## src/rtl/i2s_master_pkg.sv

```systemverilog
// Shared I2S frame geometry and helpers for the clock-master transceiver.
// The slot layout is right-justified: 8 pad bits then 24 data bits, MSB first.
package i2s_master_pkg;

  localparam int SLOT_BITS  = 32;
  localparam int DATA_BITS  = 24;
  localparam int PAD_BITS   = 8;
  localparam int FRAME_BITS = 64;

  localparam int BIT_CNT_W = $clog2(FRAME_BITS);
  // Only bits that can still reach a data field by the frame end are kept in RX.
  localparam int RX_KEEP = FRAME_BITS - PAD_BITS - 1;

  function automatic logic [FRAME_BITS-1:0] pack_frame(input logic [DATA_BITS-1:0] l,
                                                       input logic [DATA_BITS-1:0] r);
    return {{PAD_BITS{1'b0}}, l, {PAD_BITS{1'b0}}, r};
  endfunction

endpackage

```

## src/rtl/i2s_clkgen.sv

```systemverilog
// Generates MCLK, BCLK and LRCK plus single-cycle strobes marking the
// BCLK edges and the frame boundaries, all in the system clock domain.
module i2s_clkgen
  import i2s_master_pkg::*;
#(
  parameter int HALF_DIV  = 16,
  parameter int MCLK_LOG2 = 3
) (
  input  logic clk,
  input  logic rst_n,
  output logic mclk,
  output logic bclk,
  output logic lrck,
  output logic rise_stb,
  output logic fall_stb,
  output logic frame_start_stb,
  output logic frame_end_stb
);

  localparam int HC_W = $clog2(HALF_DIV);

  logic [HC_W-1:0]      hc_reg;
  logic                 bclk_reg;
  logic                 lrck_reg;
  logic [BIT_CNT_W-1:0] bit_cnt_reg;
  logic [BIT_CNT_W-1:0] bit_cnt_next;
  logic [MCLK_LOG2-1:0] mclk_cnt_reg;
  logic                 half_wrap;

  // Strobes fire in the cycle whose clock edge makes bclk toggle.
  assign half_wrap       = (hc_reg == HC_W'(HALF_DIV - 1));
  assign rise_stb        = half_wrap & ~bclk_reg;
  assign fall_stb        = half_wrap & bclk_reg;
  assign frame_start_stb = fall_stb & (bit_cnt_reg == '1);
  assign frame_end_stb   = rise_stb & (bit_cnt_reg == '1);
  assign bit_cnt_next    = bit_cnt_reg + 1'b1;

  assign mclk = mclk_cnt_reg[MCLK_LOG2-1];
  assign bclk = bclk_reg;
  assign lrck = lrck_reg;

  always_ff @(posedge clk) begin
    if (!rst_n) begin
      hc_reg       <= '0;
      bclk_reg     <= 1'b0;
      lrck_reg     <= 1'b0;
      bit_cnt_reg  <= '1;
      mclk_cnt_reg <= '0;
    end else begin
      mclk_cnt_reg <= mclk_cnt_reg + 1'b1;
      if (half_wrap) begin
        hc_reg   <= '0;
        bclk_reg <= ~bclk_reg;
      end else begin
        hc_reg <= hc_reg + 1'b1;
      end
      if (fall_stb) begin
        bit_cnt_reg <= bit_cnt_next;
        lrck_reg    <= (bit_cnt_next < BIT_CNT_W'(SLOT_BITS));
      end
    end
  end

endmodule

```

## src/rtl/i2s_master.sv

```systemverilog
// I2S clock-master transceiver: drives the bus clocks, serializes a held
// stereo DAC frame onto sdout and deserializes sdin into stereo ADC samples.
module i2s_master
  import i2s_master_pkg::*;
#(
  parameter int HALF_DIV  = 16,
  parameter int MCLK_LOG2 = 3
) (
  input  logic                 AMSCK,
  input  logic                 rst_n,
  output logic                 mclk,
  output logic                 bclk,
  output logic                 lrck,
  output logic                 sdout,
  input  logic                 sdin,
  input  logic [DATA_BITS-1:0] tx_l,
  input  logic [DATA_BITS-1:0] tx_r,
  input  logic                 tx_valid,
  output logic                 tx_ready,
  output logic [DATA_BITS-1:0] rx_l,
  output logic [DATA_BITS-1:0] rx_r,
  output logic                 rx_valid,
  output logic                 underrun
);

  logic rise_stb;
  logic fall_stb;
  logic frame_start_stb;
  logic frame_end_stb;

  logic                  hold_full_reg;
  logic [DATA_BITS-1:0]  hold_l_reg;
  logic [DATA_BITS-1:0]  hold_r_reg;
  logic [FRAME_BITS-1:0] tx_sr_reg;
  logic [RX_KEEP-1:0]    rx_sr_reg;
  logic [DATA_BITS-1:0]  rx_l_reg;
  logic [DATA_BITS-1:0]  rx_r_reg;
  logic                  rx_valid_reg;
  logic                  underrun_reg;
  logic                  xfer;

  i2s_clkgen #(
    .HALF_DIV (HALF_DIV),
    .MCLK_LOG2(MCLK_LOG2)
  ) u_clkgen (
    .clk            (AMSCK),
    .rst_n          (rst_n),
    .mclk           (mclk),
    .bclk           (bclk),
    .lrck           (lrck),
    .rise_stb       (rise_stb),
    .fall_stb       (fall_stb),
    .frame_start_stb(frame_start_stb),
    .frame_end_stb  (frame_end_stb)
  );

  assign tx_ready = ~hold_full_reg;
  assign xfer     = tx_valid & ~hold_full_reg;
  assign sdout    = tx_sr_reg[FRAME_BITS-1];
  assign rx_l     = rx_l_reg;
  assign rx_r     = rx_r_reg;
  assign rx_valid = rx_valid_reg;
  assign underrun = underrun_reg;

  always_ff @(posedge AMSCK) begin
    if (!rst_n) begin
      hold_full_reg <= 1'b0;
      hold_l_reg    <= '0;
      hold_r_reg    <= '0;
      tx_sr_reg     <= '0;
      rx_sr_reg     <= '0;
      rx_l_reg      <= '0;
      rx_r_reg      <= '0;
      rx_valid_reg  <= 1'b0;
      underrun_reg  <= 1'b0;
    end else begin
      rx_valid_reg <= 1'b0;
      underrun_reg <= 1'b0;

      // Frame start looks at the pre-transfer holding state, so a transfer in
      // the same cycle lands in the holding register for the next frame.
      if (frame_start_stb) begin
        if (hold_full_reg) begin
          tx_sr_reg     <= pack_frame(hold_l_reg, hold_r_reg);
          hold_full_reg <= 1'b0;
        end else begin
          tx_sr_reg    <= '0;
          underrun_reg <= 1'b1;
        end
      end else if (fall_stb) begin
        tx_sr_reg <= {tx_sr_reg[FRAME_BITS-2:0], 1'b0};
      end

      if (xfer) begin
        hold_l_reg    <= tx_l;
        hold_r_reg    <= tx_r;
        hold_full_reg <= 1'b1;
      end

      if (rise_stb) begin
        rx_sr_reg <= {rx_sr_reg[RX_KEEP-2:0], sdin};
      end

      // The bit arriving on this last rise is the LSB of the right sample.
      if (frame_end_stb) begin
        rx_l_reg     <= rx_sr_reg[RX_KEEP-1 -: DATA_BITS];
        rx_r_reg     <= {rx_sr_reg[DATA_BITS-2:0], sdin};
        rx_valid_reg <= 1'b1;
      end
    end
  end

endmodule

```

## config.mk

```make
export PLATFORM = sky130hd
export DESIGN_NAME = i2s_master
export DESIGN_NICKNAME = d
export VERILOG_FILES = /design/src/rtl/i2s_master_pkg.sv /design/src/rtl/i2s_clkgen.sv /design/src/rtl/i2s_master.sv
export SDC_FILE = /design/constraint.sdc
export NUM_CORES = 1
export LEC_CHECK = 0
export ABC_AREA = 1
export CELL_PAD_IN_SITES_DETAIL_PLACEMENT = 1
export CELL_PAD_IN_SITES_GLOBAL_PLACEMENT = 1
export CORE_MARGIN = 4
export CORE_UTILIZATION = 36
export CTS_BUF_LIST = sky130_fd_sc_hd__clkbuf_4 sky130_fd_sc_hd__clkbuf_8 sky130_fd_sc_hd__clkbuf_16
export DETAILED_ROUTE_END_ITERATION = 10
export MAX_ROUTING_LAYER = met4
export PLACE_DENSITY = 0.77
export SYNTH_ARGS = -nofsm -noshare
export SYNTH_HDL_FRONTEND = slang
export SYNTH_HIERARCHICAL = 1
export SYNTH_SLANG_ARGS = --single-unit
```

## constraint.sdc

```tcl
create_clock -name AMSCK -period 2.2 [get_ports AMSCK]
set_clock_uncertainty 0.2 [all_clocks]
set_input_delay 0.22 -clock AMSCK [delete_from_list [all_inputs] [get_ports AMSCK]]
set_output_delay 0.22 -clock AMSCK [all_outputs]
set_load 0.02 [all_outputs]
```

==> out/metrics.csv <==
stage,metric,value,unit
run_status,outcome,completed,
clock_network,clk_latency,520,ps
global_routing,grt_usage,16.6,%
layout,layout_common_cells,"451 x nor2_1, 233 x dfxtp_1, 230 x nand2_1, 108 x inv_1, 105 x clkdlybuf4s50_1",
yosys,yosysSeqAreaShare,50.4,%
placement,place_area,10700,um2
yosys,async_reset_ff_share,0,%
yosys,synth.net_count,1377,
layout,mostFrequentLayoutCell,nor2_1,
layout,nets,1453,
global_routing,antenna_found_initial,0,
power,pwr-share-comb,4.7,%
layout,drive_gt1_share,5.52,%
yosys,ys_top_cells_by_area,"dfxtp_1 50%, nor2_1 18%, nand2_1 9.4%, o21ai_0 5.6%, inv_1 4.4%",
power,pwr-share-seq,47.0,%
worst_setup_path,max_stage_delay,630,ps
die,die_x,168,um
sta,timing.setup.tns,0,ps
worst_setup_path,worstPathMaxFanout,4,
routing,drtPass1Iterations,4,
sta,tightest_slew,550,ps
yosys,synthCells,1322,
sta,maxSlewHeadroom,63.3,%
placement,dp.cells,1698,
worst_setup_path,worstSetupPathType,reg -> out,
worst_setup_path,critPathCaptureType,output pin,
routing,wire_per_inst,13.6,um
power,vdd_ir_drop_max,0.534,mV
die,rows,58,
sta,rsz0062_at_grt,false,
global_routing,grt_pass1_wl,39600,um
power,leakage,5.30,nW
worst_setup_path,cp_slowest_cell,clkdlybuf4s50_1,
clock_network,cts_max_level,1,
power,p_int,0.00727,W
yosys,yosys.area.top_type,dfxtp_1,
power,power,0.00929,W
worst_setup_path,crit_required,1780,ps
yosys,synth_top_cell_area_share,50.4,%
worst_hold_path,hp-class,in -> reg,
worst_setup_path,cp-start-kind,flip-flop,
global_routing,grt_max_degree,113,
yosys,syn_area_per_cell,7.01,um2
routing,antenna_left,0,
yosys,ys_ff_latch,233,
sta,fin_crit,2090,ps
clock_network,cts_buffers,26,
clock_network,path_clk_slew,60,ps
die,coreArea,25300,um2
power,p_switching,0.00202,W
routing,drtIter0Drc,404,
layout,area_delta_synth_final,25.3,%
global_routing,grt_pass1_vias,8432,
job,max_cap_violations,0,
routing,vias_per_cell,4.69,
die,die-area,28400,um2
layout,finalInstanceArea,11600,um2
yosys,synth_cell_types,25,
clock_network,cts_max_path_buffers,3,
routing,routed_wl,23700,um
layout,ff_latch_area,4660,um2
die,die_h,168,um
yosys,synth_ff_type,dfxtp_1,
power,power_density,800,nW/um2
global_routing,overflow,0,
placement,gp_congestion,0.718,
layout,largest_reg_flops,64,
power,clockPowerShare,48.3,%
sta,fmax,0.480,GHz
die,start_util,36.7,%
layout,stdcell_count,1744,
power,switching_share,21.7,%
sta,hold_violations,0,
yosys,synth-edff-count,0,
die,pin_count,107,
layout,fill_cells,3157,
clock_network,tritoncts,yes,
placement,portBuffers,106,
routing,drc,0,
worst_setup_path,path_cells,inv_1 > clkdlybuf4s50_1,
sta,setup_viol,0,
layout,diodes,0,
sta,final.period_utilization,94.8,%
layout,multi_input_area,3850,um2
yosys,syn_area,9260,um2
routing,vias,8186,
placement,dpl.hpwl,13700,um
sta,maxSlewViolCount,0,
yosys,synth_warnings,6,
worst_setup_path,critPathArrivalTime,1670,ps
clock_network,cts-root-buf,clkbuf_16,
clock_network,clock_sinks,233,
==> Yosys cell counts (2+ instances only) <==
cell type	n
nand4_1	3
inv_1	108
dfxtp_1	233
inv_2	2
nand3_1	23
o21bai_1	49
buf_4	5
nand2_1	231
xnor2_1	2
a21oi_1	21
nor2_1	453
nand3b_1	2
o21ai_0	104
clkbuf_1	45
buf_1	2
ha_1	3
buf_2	28
==> kinds of logic (layout without fill, tap and decap cells) <==
group                    Yosys count  after routing  share of synthesized area (%)
AO/OA/AOI/OAI                    175            175                           10.8
flip-flops                       233            233                           50.4
AND/OR/NAND/NOR                  718            718                           29.9
buffers and inverters            190            282                           8.28
adder cells (fa/ha/maj)            3              3                          0.405
XOR/XNOR                           3              3                          0.284
==> layer usage <==
| metal | GRT usage (%) | up-vias | wire length [um] |
|---|---|---|---|
| met2 | 28.5 | 108 | 11100 |
| met5 | - | - | 0 |
| met1 | 20.5 | 3862 | 11200 |
| met3 | 3.08 | 30 | 929 |
| li1 | - | 4186 | - |
| met4 | 3.28 | 0 | 427 |
==> timing repair <==
| item | 4_1_cts | 5_1_grt |
|---|---|---|
| gates resized for setup | 1 | 4 |
| setup endpoints to repair | 4 | 47 |
| endpoints found under the hold margin | 3 | 0 |
| buffers inserted | 0 | 0 |
| gates cloned | 0 | 1 |
| hold buffers | 1 | 0 |
==> power by group through the flow <==
| stage | clock network [W] | logic, W | registers [W] |
|---|---|---|---|
| after global routing | 0.00480 | 0.000495 | 0.00438 |
| after global placement | 0 | 0.000426 | 0.00446 |
| after CTS | 0.00463 | 0.000445 | 0.00437 |
| after floorplan | 0 | 0.000262 | 0.00444 |
| final | 0.00449 | 0.000436 | 0.00437 |
| after detailed placement | 0 | 0.000439 | 0.00446 |
==> path summary, 6_finish.rpt <==
path                                        start                             endpoint  slack [ps]  cells after the start
min                                      tx_r[16]          hold_r_reg[16]$_SDFFE_PN0P_         110                      3
min reg2reg   u_clkgen/mclk_cnt_reg[0]$_SDFF_PN0_  u_clkgen/mclk_cnt_reg[0]$_SDFF_PN0_         230                      1
max reg2reg  u_clkgen/bit_cnt_reg[0]$_SDFFE_PN1P_           tx_sr_reg[33]$_SDFFE_PN0P_         180                      9
max                    hold_full_reg$_SDFFE_PN0P_                             tx_ready         110                      2
==> through the flow <==
step,util [%],setup WS (ps),hold WS (ps)
4_1_cts,45.8,76.9,83.0
3_5_place_dp,42.2,17.1,222
6_report,46.0,115,110
2_1_floorplan,-,155,155
3_3_place_gp,42.2,138,210
5_1_grt,46.0,22.8,110
==> worst max-delay path, delay by kind of cell, from the launching register on <==
family	cells	cell delay [ps]
buffers and inverters	2	800
DFF	1	350
==> final cells by class <==
cell class / count / area share [%]
multi-input combinational: 899 / 33.2
sequential: 233 / 40.2
inverter: 110 / 3.56
clock buffer: 36 / 6.58
clock inverter: 8 / 1.12
tap: 330 / 3.56
timing repair buffer: 128 / 11.8
Power figures use the tool's default switching activity.
